[src/rtl/hv_rac_req_sched.sv]
// Round-robin scheduler sharing the single rac port between SPI, OWT and loader.
// One transaction is locked until the rac acks or the timeout expires, then a one-cycle ack returns to the owner.
module hv_rac_req_sched #(
  parameter int REG_AW    = 7,
  parameter int REG_DW    = 8,
  parameter int REG_CRC_W = 8,
  parameter int TO_CYC    = 255,
  parameter int TO_W      = 8
) (
  input  logic                 i_clk,
  input  logic                 i_rst,
  input  logic                 i_spi_req,
  input  logic                 i_owt_req,
  input  logic                 i_ldr_req,
  input  logic                 i_spi_we,
  input  logic                 i_owt_we,
  input  logic                 i_ldr_we,
  input  logic [REG_AW-1:0]    i_spi_addr,
  input  logic [REG_AW-1:0]    i_owt_addr,
  input  logic [REG_AW-1:0]    i_ldr_addr,
  input  logic [REG_DW-1:0]    i_spi_wdata,
  input  logic [REG_DW-1:0]    i_owt_wdata,
  input  logic [REG_DW-1:0]    i_ldr_wdata,
  input  logic [REG_CRC_W-1:0] i_spi_wcrc,
  input  logic [REG_CRC_W-1:0] i_owt_wcrc,
  input  logic [REG_CRC_W-1:0] i_ldr_wcrc,
  output logic                 o_spi_ack,
  output logic                 o_owt_ack,
  output logic                 o_ldr_ack,
  output logic                 o_spi_err,
  output logic                 o_owt_err,
  output logic                 o_ldr_err,
  output logic [REG_DW-1:0]    o_rdata,
  output logic                 o_rac_wr_req,
  output logic                 o_rac_rd_req,
  output logic [REG_AW-1:0]    o_rac_addr,
  output logic [REG_DW-1:0]    o_rac_wdata,
  output logic [REG_CRC_W-1:0] o_rac_wcrc,
  input  logic                 i_rac_wack,
  input  logic                 i_rac_rack,
  input  logic [REG_DW-1:0]    i_rac_data,
  output logic                 o_busy,
  output logic [1:0]           o_gnt_id
);

  typedef enum logic [1:0] {S_IDLE, S_BUSY, S_DONE} state_t;

  localparam logic [TO_W-1:0] LP_TO  = TO_W'(TO_CYC);
  localparam logic [TO_W-1:0] LP_ONE = TO_W'(1);

  state_t                 r_state;
  logic [1:0]             r_last;
  logic [1:0]             r_gnt;
  logic [TO_W-1:0]        r_cnt;
  logic                   r_we;
  logic                   r_wr_req;
  logic                   r_rd_req;
  logic [REG_AW-1:0]      r_addr;
  logic [REG_DW-1:0]      r_wdata;
  logic [REG_CRC_W-1:0]   r_wcrc;
  logic [2:0]             r_ack;
  logic [2:0]             r_err;
  logic [REG_DW-1:0]      r_rdata;

  logic [1:0]             w_pick;
  logic                   w_we;
  logic [REG_AW-1:0]      w_addr;
  logic [REG_DW-1:0]      w_wdata;
  logic [REG_CRC_W-1:0]   w_wcrc;
  logic                   w_done_ack;
  logic                   w_tmo;
  logic [TO_W-1:0]        w_cnt_nxt;
  logic [2:0]             w_oh;

  // Search starts at the source following the last one served
  always_comb begin
    w_pick = 2'd0;
    case (r_last)
      2'd1: begin
        if (i_owt_req)      w_pick = 2'd2;
        else if (i_ldr_req) w_pick = 2'd3;
        else if (i_spi_req) w_pick = 2'd1;
      end
      2'd2: begin
        if (i_ldr_req)      w_pick = 2'd3;
        else if (i_spi_req) w_pick = 2'd1;
        else if (i_owt_req) w_pick = 2'd2;
      end
      default: begin
        if (i_spi_req)      w_pick = 2'd1;
        else if (i_owt_req) w_pick = 2'd2;
        else if (i_ldr_req) w_pick = 2'd3;
      end
    endcase
  end

  always_comb begin
    w_we    = i_spi_we;
    w_addr  = i_spi_addr;
    w_wdata = i_spi_wdata;
    w_wcrc  = i_spi_wcrc;
    case (w_pick)
      2'd2: begin
        w_we = i_owt_we; w_addr = i_owt_addr; w_wdata = i_owt_wdata; w_wcrc = i_owt_wcrc;
      end
      2'd3: begin
        w_we = i_ldr_we; w_addr = i_ldr_addr; w_wdata = i_ldr_wdata; w_wcrc = i_ldr_wcrc;
      end
      default: ;
    endcase
  end

  assign w_done_ack = r_we ? i_rac_wack : i_rac_rack;
  assign w_cnt_nxt  = r_cnt + LP_ONE;
  assign w_tmo      = (w_cnt_nxt == LP_TO);
  assign w_oh       = {r_gnt == 2'd3, r_gnt == 2'd2, r_gnt == 2'd1};

  always_ff @(posedge i_clk or posedge i_rst) begin
    if (i_rst) begin
      r_state  <= S_IDLE;
      r_last   <= 2'd3;
      r_gnt    <= 2'd0;
      r_cnt    <= '0;
      r_we     <= 1'b0;
      r_wr_req <= 1'b0;
      r_rd_req <= 1'b0;
      r_addr   <= '0;
      r_wdata  <= '0;
      r_wcrc   <= '0;
      r_ack    <= '0;
      r_err    <= '0;
      r_rdata  <= '0;
    end else begin
      case (r_state)
        S_IDLE: begin
          if (w_pick != 2'd0) begin
            r_gnt    <= w_pick;
            r_we     <= w_we;
            r_addr   <= w_addr;
            r_wdata  <= w_wdata;
            r_wcrc   <= w_wcrc;
            r_wr_req <= w_we;
            r_rd_req <= ~w_we;
            r_cnt    <= '0;
            r_state  <= S_BUSY;
          end
        end
        S_BUSY: begin
          r_cnt <= w_cnt_nxt;
          // A real ack on the timeout cycle still completes the access cleanly
          if (w_done_ack || w_tmo) begin
            r_wr_req <= 1'b0;
            r_rd_req <= 1'b0;
            r_ack    <= w_oh;
            r_err    <= w_done_ack ? 3'b000 : w_oh;
            r_rdata  <= (w_done_ack && !r_we) ? i_rac_data : '0;
            r_state  <= S_DONE;
          end
        end
        default: begin
          r_last  <= r_gnt;
          r_gnt   <= 2'd0;
          r_cnt   <= '0;
          r_ack   <= '0;
          r_err   <= '0;
          r_rdata <= '0;
          r_state <= S_IDLE;
        end
      endcase
    end
  end

  assign o_spi_ack    = r_ack[0];
  assign o_owt_ack    = r_ack[1];
  assign o_ldr_ack    = r_ack[2];
  assign o_spi_err    = r_err[0];
  assign o_owt_err    = r_err[1];
  assign o_ldr_err    = r_err[2];
  assign o_rdata      = r_rdata;
  assign o_rac_wr_req = r_wr_req;
  assign o_rac_rd_req = r_rd_req;
  assign o_rac_addr   = r_addr;
  assign o_rac_wdata  = r_wdata;
  assign o_rac_wcrc   = r_wcrc;
  assign o_busy       = (r_state != S_IDLE);
  assign o_gnt_id     = r_gnt;

endmodule

[config.mk]
export PLATFORM = sky130hd
export DESIGN_NAME = hv_rac_req_sched
export DESIGN_NICKNAME = d
export VERILOG_FILES = /design/src/rtl/hv_rac_req_sched.sv
export SDC_FILE = /design/constraint.sdc
export NUM_CORES = 1
export LEC_CHECK = 0
export ABC_AREA = 1
export BUFFER_PORTS_ARGS = -buffer_cell sky130_fd_sc_hd__buf_2
export CAP_MARGIN = 30
export CORE_MARGIN = 2
export CORE_UTILIZATION = 44
export CTS_BUF_LIST = sky130_fd_sc_hd__clkbuf_4 sky130_fd_sc_hd__clkbuf_8
export DETAILED_ROUTE_END_ITERATION = 8
export GPL_ROUTABILITY_DRIVEN = 1
export MAX_ROUTING_LAYER = met4
export PLACE_DENSITY = 0.78
export SYNTH_ARGS = -nofsm -noshare
export SYNTH_HDL_FRONTEND = slang
export SYNTH_SLANG_ARGS = --single-unit
[constraint.sdc]
create_clock -name i_clk -period 1.85 [get_ports i_clk]
set_clock_uncertainty 0.1 [all_clocks]
set_input_delay 0.185 -clock i_clk [delete_from_list [all_inputs] [get_ports i_clk]]
set_output_delay 0.185 -clock i_clk [all_outputs]
set_load 0.05 [all_outputs]
# Word-level counts from Yosys, hierarchy flattened
# Index checks and enable logic that the tools add are counted.
# Widths: inputs -> output; s select.
# word_totals
output_inout_bits	42
reg_bits	54
inputBits	87
word_cells	76
# op_classes
n_eq_ne	11
mux	35
addsub	1
n_reduce_logical	13
bitwise_logic	3
# op_table
operator	count
$pmux 8 s2	4
$mux 8	3
$mux 2	11
$pmux 7 s2	1
$pmux 2 s2	3
$pmux 3 s2	2
$eq 2x2->1 const B	5
$mux 3	3
$add 8x1->8 const B	1
$eq 8x8->1 const B	1
$reduce_and 2->1	4
$eq 2x1->1 const B	3
$pmux 1 s2	3
$reduce_bool 2->1	3
$mux 1	5
$ne 2x2->1 const B	2
$not 1->1	3
$reduce_and 3->1	1
$logic_not 2->1	1
$reduce_or 2->1	1
$logic_and 1x1->1	1
$logic_not 1->1	1
$logic_or 1x1->1	1

# Longest topological paths before layout
# Gate-level depths: netlist (run 1).
# logic_depth
ltp_word	9
depth_mapped	14

# Worst setup path before layout (run 1)
# No wires, ideal clock.
# synth_path
path_type	register -> register
from	reg r_last[0]
to	reg r_addr[0], in the netlist o_rac_addr[0]
t_arrival_ns	1.772
path_slack_ns	-0.140
stages_incl_launch_ff	15
cell_sequence	dfstp_2 > inv_1 > ha_1 > inv_2 > nor2_1 > o21ai_1 > nand2_1 > buf_4 > nand2_1 > inv_2 > buf_2 > nand2_1 > nand3_1 > nand2_1 > nand2_1
# synth_between
elab_chain_cells	4
word_cells_on_any_way	8
cone_classes	eq/ne (4); mux (2); reduce/logical (2)
# synth_lines
item	line_no	rtl
start, declared	52	logic [1:0] r_last;
start signal, assigned	161	r_last <= r_gnt;
$eq 2x2->1 or $eq 2x1->1 (tied branches)	78	case (r_last)
$pmux 2 s2 (*)	78	
$eq 2x2->1 or $reduce_bool 2->1 (tied branches)	102, 136	
$pmux 7 s2 or $reduce_and 2->1 (tied branches)	-	
end signal, assigned	139	r_addr <= w_addr;
end, declared	58	logic [REG_AW-1:0] r_addr;
# Mark *: on every way between the ends. The rest lies on a longest branch, timed or not.
# A chain may end at the register's enable or synchronous reset.

# Worst setup path after layout (run 1)
# layout_path
from	reg r_last[0]
to	reg r_rd_req, in the netlist o_rac_rd_req
# layout_between
elab_chain_cells	7
word_cells_on_any_way	12
cone_classes	eq/ne (5); mux (4); bitwise (1); reduce/logical (2)
# layout_lines
item	line_no	rtl
$eq 2x2->1 or $eq 2x1->1 (tied branches)	78	
$pmux 2 s2 (*)	78	
$eq 2x2->1	102	case (w_pick)
$pmux 1 s2	102	
$not 1->1	143	r_rd_req <= ~w_we;
$mux 1	136	if (w_pick != 2'd0) begin
$pmux 1 s2	134	case (r_state)
end signal, assigned	143	
end, declared	57	logic r_rd_req;
# Mark *: on every way between the ends. The rest lies on a longest branch, timed or not. The select of a mux whose other input is x is not followed.

==> impl_summary.txt, run 1 <==
----------------------------------------------------
[Status]
  Outcome ... finished, violations left
  Violated checks ... setup timing

[Setup path]
  Crit path arrival time ... 2.19 ns
  Path type of the worst setup path ... reg2reg
  Count of buffer and inverter cells on the critical path ... 4
  Reg-to-reg startpoint ... r_last[0]
  Worst Reg-to-Reg Cells ... 13
  Cell seen most often among critical-path stages ... nand2_1
  Launch point of the critical path ... r_last[0]
  Top Family by Delay on Critical Path ... simple AND/OR/NAND/NOR gates
  Worst Setup End Kind ... register
  Last element of the critical path ... o_rac_rd_req
  Cells along the critical path ... inv_2 -> ha_4 -> inv_2 -> nor2_2 -> o21ai_2 -> nand2_2 -> buf_12 -> buf_6 -> nor2_4 -> nor2_1 -> nand2_1 -> nand2_1 -> nand2_1
  Required time of the critical path ... 2.00 ns
  Reg2Reg Capture Point ... o_rac_rd_req
  Highest fanout seen on the critical path ... 6
  Slowest cell delay on critical path ... 0.55 ns
  Crit path depth ... 13
  Slack of the worst reg-to-reg path ... -0.19 ns
  Slowest stage cell, crit path ... dfstp_2
  Worst setup SP type ... register

[Clock network]
  # H-tree levels ... 2
  TritonCTS clock tree ... done
  Clock latency reported for the late side of the worst-skew pair ... 0.31 ns
  Number of buffers inserted during clock tree synthesis ... 5
  Clock sink count ... 54
  Root buf cell ... clkbuf_8
  Register clock-pin slew on the reported worst setup and hold paths ... 0.10 ns
  Number of buffers on the longest clock path ... 2

[Floorplan]
  Die area ... 0.00732 mm²
  Core Rows ... 29
  Starting Density ... 0.458
  I/O pins ... 129
  Overall die width ... 85.5 µm
  Core Area ... 0.00639 mm²
  Die height ... 85.5 µm

[Global route]
  Initial antenna violation count ... 0
  All-Layer GR Usage ... 0.241
  Remaining global-route overflow ... 0
  Maximum number of pins on one net before global-route repair ... 37
  First-pass GRT wire length ... 13.8 mm
  Number of global-route vias before repair ... 3020

[STA]
  Count of final max-slew check failures ... 0
  Total setup violations reported at the end of the flow ... 40
  Final hold vios ... 0
  Maximum clock frequency ... 490 MHz
  Slew at the pin with the worst max-slew slack ... 0.521 ns
  Final period util ... 1.10
  Final critical-path required period ... 2.04 ns
  Post-layout worst setup margin ... -0.192 ns
  Headroom to the max-slew limit ... 0.652
  Setup repair after global routing missed its margin ... true

[Pwr]
  Switching share of power ... 0.532
  Portion of total power attributed to combinational logic ... 0.699
  Maximum ir drop on the vdd rail ... 0.00137 V
  Cell-internal power ... 4.10 mW
  Sequential cell fraction of total power ... 0.225
  Leak Pwr ... 2.38 nW
  Power density relative to cell area ... 2040 mW/mm²
  Clock network power share ... 0.076
  Switching power ... 4.66 mW
  Total power consumption of the routed design ... 8.75 mW

[Detailed routing]
  Total wire length ... 8.96 mm
  Remaining routing DRC violations ... 0
  Via/cell ratio ... 5.01
  Via count ... 3229
  Routed wire per std cell ... 13.9 µm
  First-pass iteration count of the detailed router ... 5
  Post-route ant nets ... 0
  Drt initial violations ... 226

[Final layout]
  Most frequent cells in the layout ... nand2_1, buf_2, nand3_1, dfrtp_1, nand2_2
  Area delta synth->final ... 46.5%
  # nets final ... 657
  Fraction of layout instances using a drive strength above 1 ... 0.399
  Most common cell after layout, fill and taps aside ... nand2_1
  Number of antenna repair diodes ... 0

[Placed design]
  Gp weighted congestion ... 0.798
  HPWL after detailed placement ... 5.93 mm
  Setup slack after placement ... -0.308 ns
  Port Buf Inserts ... 128

[Synthesis]
  Count of mapped cells out of synthesis ... 406
  Mean instance size in the synthesized netlist ... 7.21 µm²
  Number of warnings issued by yosys ... 0
  Number of nets in the synthesized netlist ... 497
  Netlist area before placement ... 0.00293 mm²
  Fraction of the yosys area taken by sequential cells ... 0.463
  Flops & latches, synth ... 54
  Count of unique library cells instantiated by Yosys ... 25

[Run]
  Max-cap violation count ... 0

[Worst hold path]
  Hold WC Path Type ... in2reg

----------------------------------------------------
## registers in the layout (all words and copies together), names as in the netlist
register / count
r_ack: 3
r_last: 2
r_we: 1
o_rac_addr: 7
r_cnt: 8
o_rac_rd_req: 1
o_rac_wcrc: 8
r_state: 2
o_rac_wr_req: 1
o_rac_wdata: 8
o_rdata: 8
r_err: 3
o_gnt_id: 2
## final cells by class
| type | count | area (µm²) |
|---|---|---|
| Fill cell | 522 | 2100 |
| Multi-Input combinational cell | 307 | 1480 |
| Sequential cell | 54 | 1350 |
| Timing Repair Buffer | 169 | 1130 |
| Inverter | 29 | 133 |
| Tap cell | 77 | 96.3 |
| Clock buffer | 5 | 68.8 |
| Clock inverter | 3 | 21.3 |
## metrics by stage
step | instance area, µm² | instances | hold WS (ns) | util | TNS [ns]
finish | 4290 | 644 | 0.0735 | 0.671 | -5.11
global route | 4290 | 644 | 0.0839 | 0.671 | -9.86
CTS | 4110 | 638 | 0.0712 | 0.643 | -3.13
detailed placement | 3740 | 610 | 0.108 | 0.586 | -10.06
global placement | 3740 | 610 | 0.102 | 0.586 | -5.65
floorplan | 2970 | 406 | 0.202 | - | 0
## timing repair
action | CTS | global route
hold buffers | 9 | 0
setup buffers | 10 | 2
setup endpoints to repair | 42 | 52
resized for setup | 30 | 22
pin swaps | 11 | 5
hold endpoints to repair | 26 | 0
cloned | 1 | 4
## tightest hold or removal path, stage by stage
cell	delay, ns
buf_2	0.07
nand2_1	0.04
nand3_1	0.06
nand2_1	0.05
nand2_1	0.05
## synth_stat cells
| library cell | n | area share |
|---|---|---|
| o22ai_1 | 4 | 0.0086 |
| buf_4 | 1 | 0.0026 |
| nor2_2 | 5 | 0.011 |
| nand3_1 | 64 | 0.11 |
| clkbuf_1 | 3 | 0.0038 |
| or2_1 | 1 | 0.0021 |
| dfrtp_1 | 52 | 0.44 |
| xor2_1 | 1 | 0.0030 |
| nand2_4 | 2 | 0.0077 |
| nor4_1 | 3 | 0.0064 |
| inv_1 | 21 | 0.027 |
| ha_1 | 4 | 0.017 |
| buf_6 | 1 | 0.0038 |
| a21oi_1 | 1 | 0.0017 |
| clkinv_1 | 1 | 0.0013 |
| o21ai_0 | 10 | 0.017 |
| dfstp_2 | 2 | 0.018 |
| nand4_1 | 1 | 0.0021 |
| o21ai_1 | 2 | 0.0034 |
| nand2_1 | 183 | 0.23 |
| nor2_1 | 9 | 0.012 |
| inv_2 | 7 | 0.0090 |
| nand2_2 | 14 | 0.030 |
| buf_2 | 11 | 0.019 |
| nor3_1 | 3 | 0.0051 |
## metal layers
metal	track usage	wire, µm
met1	0.296	3590
met2	0.411	4570
met3	0.0423	523
met4	0.0649	276
met5	-	0
## worst min-delay path by stage
stage	cells after the start	startpoint	to
detailed placement	2	i_rst	o_rdata[1]
finish	5	i_owt_wdata[5]	o_rac_wdata[5]
global route	5	i_spi_wcrc[7]	o_rac_wcrc[7]
floorplan	2	i_rac_data[0]	o_rdata[0]
global placement	2	i_rst	o_rdata[5]
CTS	5	i_owt_wcrc[1]	o_rac_wcrc[1]
## cells by family after synthesis
family | count (synthesis) | share of synthesized area
XOR/XNOR | 1 | 0.00299
AO/OA/AOI/OAI | 17 | 0.0308
buffers and inverters | 45 | 0.0663
AND/OR/NAND/NOR | 285 | 0.420
adder cells (fa/ha/maj) | 4 | 0.0171
flip-flops | 54 | 0.463
## power by group through the flow
stage          Combinational, mW  Clock, mW  Sequential, mW
2_1_floorplan               2.36          0            3.23
3_3_place_gp                4.70          0            1.96
3_5_place_dp                4.83          0            1.96
4_1_cts                     5.42      0.673            1.96
5_1_grt                     6.59      0.724            2.03
6_report                    6.12      0.667            1.97
(Power assumes the default switching activity.)
==> run 2, diff against run 1 <==
--- a/config.mk
+++ b/config.mk
@@ -9,12 +9,11 @@
 export BUFFER_PORTS_ARGS = -buffer_cell sky130_fd_sc_hd__buf_2
 export CAP_MARGIN = 30
 export CORE_MARGIN = 2
-export CORE_UTILIZATION = 44
-export CTS_BUF_LIST = sky130_fd_sc_hd__clkbuf_4 sky130_fd_sc_hd__clkbuf_8
+export CORE_UTILIZATION = 48
 export DETAILED_ROUTE_END_ITERATION = 8
 export GPL_ROUTABILITY_DRIVEN = 1
 export MAX_ROUTING_LAYER = met4
-export PLACE_DENSITY = 0.78
+export PLACE_DENSITY = 0.81
 export SYNTH_ARGS = -nofsm -noshare
 export SYNTH_HDL_FRONTEND = slang
 export SYNTH_SLANG_ARGS = --single-unit
==> constraint.sdc (replaced) <==
create_clock -name i_clk -period 2.1 [get_ports i_clk]
set_clock_uncertainty 0.1 [all_clocks]
set_input_delay 0.21 -clock i_clk [delete_from_list [all_inputs] [get_ports i_clk]]
set_output_delay 0.21 -clock i_clk [all_outputs]
set_load 0.05 [all_outputs]
==> run 2 against run 1 <==
The run now ends clean. Via count fell by 4.1%. Utilization shrank 1.0 points. Clock-buffer cell count did not move. Final cell count decreased by 3.9%. Global-route usage increased by 0.41 points. Clock power increased by 5.5%. Combinational power shrank 29%. Critical endpoint is now o_rac_wr_req. Largest cell class unchanged. Highest routed layer unchanged.
==> impl_summary.txt, run 2 (synthesized netlist as in run 1, its figures left out) <==
----------------------------------------------------
[Setup path]
  Required time of the critical path ... 2.19 ns (+0.19 ns)
  Slowest cell delay on critical path ... 0.55 ns (about the same)
  Worst setup SP type ... register
  Cells along the critical path ... inv_1 -> ha_4 -> inv_2 -> nor2_2 -> o21ai_2 -> nand2_4 -> buf_4 -> nand3_1 -> nand3_1 -> nand2_1 -> nand2_1
  Worst Setup End Kind ... register
  Path type of the worst setup path ... reg2reg
  Crit path arrival time ... 2.09 ns (-0.10 ns)
  Highest fanout seen on the critical path ... 8 (+2)
  Slowest stage cell, crit path ... dfstp_2

[Final layout]
  Multi-input gate area ... 0.00142 mm² (-4.2%)
  Post-Route Utilization ... 0.661 (-0.00999)
  Fraction of layout instances using a drive strength above 1 ... 0.349 (-0.0493)
  # nets final ... 634 (-3.5%)
  Most frequent cells in the layout ... nand2_1, buf_2, nand3_1, dfrtp_1, inv_1
  Number of antenna repair diodes ... 0 (unchanged)
  Fill count ... 533 (+2.1%)
  Number of cells in the finished layout apart from fillers ... 619 (-3.9%)
  Area used by sequential logic in the layout ... 0.00135 mm² (unchanged)
  Area delta synth->final ... 33.8%
  Most common cell after layout, fill and taps aside ... nand2_1

[Detailed routing]
  Via count ... 3096 (-4.1%)
  Remaining routing DRC violations ... 0 (unchanged)
  First-pass iteration count of the detailed router ... 4 (-1)
  Total wire length ... 7.90 mm (-12%)
  Via/cell ratio ... 5.00 (-0.25%)
  Routed wire per std cell ... 12.8 µm (-8.3%)
  Post-route ant nets ... 0 (unchanged)
  Drt initial violations ... 114 (-50%)

[Floorplan]
  Die height ... 82.1 µm (-4.1%)
  Die area ... 0.00673 mm² (-7.9%)
  Starting Density ... 0.494 (+0.0360)
  I/O pins ... 129 (unchanged)
  Core Area ... 0.00592 mm² (-7.3%)
  Core Rows ... 28 (-3.4%)
  Overall die width ... 82.1 µm (-4.1%)

[Pwr]
  Leak Pwr ... 2.20 nW (-7.4%)
  Maximum ir drop on the vdd rail ... 0.00104 V (-24%)
  Total power consumption of the routed design ... 6.78 mW (-23%)
  Power density relative to cell area ... 1730 mW/mm² (-15%)

[STA]
  Count of final max-slew check failures ... 0 (unchanged)
  Final period util ... 0.952 (-0.151)
  Total setup violations reported at the end of the flow ... 0 (-100%)
  Slew at the pin with the worst max-slew slack ... 0.600 ns (+0.0798 ns)
  Headroom to the max-slew limit ... 0.599 (-0.0525)
  Maximum clock frequency ... 500 MHz (+2.1%)
  Final hold vios ... 0 (unchanged)
  Setup repair after global routing missed its margin ... false
  Final hold slack ... 0.00289 ns (-0.0706 ns)
  Total Negative Setup Slacks ... 0 ns (+5.11 ns)
  Final critical-path required period ... 2.00 ns (-0.0419 ns)

[Placed design]
  Cell count after placement ... 607 (-0.49%)
  Port Buf Inserts ... 128 (unchanged)
  HPWL after detailed placement ... 5.92 mm (-0.14%)
  Gp weighted congestion ... 0.812 (+1.8%)

[Global route]
  Number of global-route vias before repair ... 2926 (-3.1%)
  First-pass GRT wire length ... 12.5 mm (-9.5%)
  All-Layer GR Usage ... 0.245 (+0.00411)
  Maximum number of pins on one net before global-route repair ... 29 (-22%)
  Initial antenna violation count ... 0 (unchanged)
  Remaining global-route overflow ... 0 (unchanged)

[Clock network]
  # H-tree levels ... 2 (unchanged)
  Clock sink count ... 54 (unchanged)
  Register clock-pin slew on the reported worst setup and hold paths ... 0.10 ns (about the same)
  Clock latency reported for the late side of the worst-skew pair ... 0.31 ns (about the same)
  Number of buffers inserted during clock tree synthesis ... 5 (unchanged)
  TritonCTS clock tree ... done
  Post-CTS Setup Repair Bufs ... 0 (-10)
  Root buf cell ... clkbuf_8
  Number of buffers on the longest clock path ... 2 (unchanged)

[Run]
  Max-cap violation count ... 0 (unchanged)

[Worst hold path]
  Hold WC Path Type ... in2reg

[Status]
  Outcome ... finished, final reports clean

----------------------------------------------------
-- run 2: cell types whose count changed in the layout (fill, tap and decap cells not counted), sizes merged, moves of 3 or more --
cell	delta
clkbuf	-3
clkinv	-3
buf	-15
dlygate4sd3	-5
-- run 2: final cells by class --
type | instances | area share
clock buffers | 5 | 0.0176
clock inverters | 3 | 0.0115
inverters | 29 | 0.0297
flip-flops and latches | 54 | 0.346
well taps | 75 | 0.0240
multi-input cells | 307 | 0.362
repair buffers | 146 | 0.209
-- run 2: what timing repair did --
action	4_1_cts	5_1_grt
resized for setup	4	12
pin swaps	1	3
endpoints found under the setup margin	27	38
hold endpoints to repair	27	0
hold buffers	4	0
-- run 2: path summary, 6_finish.rpt --
| check | cells past startpoint | slack [ns] | end | startpoint |
|---|---|---|---|---|
| max | 11 | 0.1 | o_rac_wr_req | r_last[0] |
| min | 3 | 0.003 | o_rdata[3] | i_rac_data[3] |
| max reg2reg | 11 | 0.1 | o_rac_wr_req | r_last[0] |
| min reg2reg | 2 | 0.38 | r_err[0] | r_err[0] |
| max in group asynchronous | 4 | 0.85 | r_cnt[6] | i_rst |
| min in group asynchronous | 3 | 0.40 | o_rac_addr[0] | i_rst |
-- run 2: layer usage --
| layer | wire length (µm) | GRT usage | vias to the layer above |
|---|---|---|---|
| met4 | 88 | 0.0683 | 0 |
| met2 | 4270 | 0.461 | 89 |
| li1 | - | - | 1553 |
| met3 | 380 | 0.0385 | 11 |
| met1 | 3160 | 0.264 | 1443 |
| met5 | 0 | - | - |
-- run 2: critical path: cells and delay by family, from the launching register on --
| family | cells | cell delay (ns) |
|---|---|---|
| flip-flops | 1 | 0.55 |
| AND/OR/NAND/NOR | 6 | 0.49 |
| buffers and inverters | 3 | 0.33 |
| adder cells (fa/ha/maj) | 1 | 0.25 |
| AO/OA/AOI/OAI | 1 | 0.15 |
-- run 2: metrics by stage --
stage | area, µm² | setup slack, ns
final | 3920 | 0.0999
after global routing | 3920 | 0.0155
after CTS | 3870 | -0.000505
after detailed placement | 3700 | -0.0981
after global placement | 3700 | 0.0222
after floorplan | 2930 | 0.110
-- run 2: report_power, final --
| part | switching, mW | internal, mW | total, mW | leakage, nW |
|---|---|---|---|---|
| Clock | 0.349 | 0.355 | 0.704 | 0.0504 |
| Sequential | 0.265 | 1.46 | 1.73 | 0.698 |
| Combinational | 3.10 | 1.25 | 4.35 | 1.45 |
| Total | 3.71 | 3.07 | 6.78 | 2.20 |
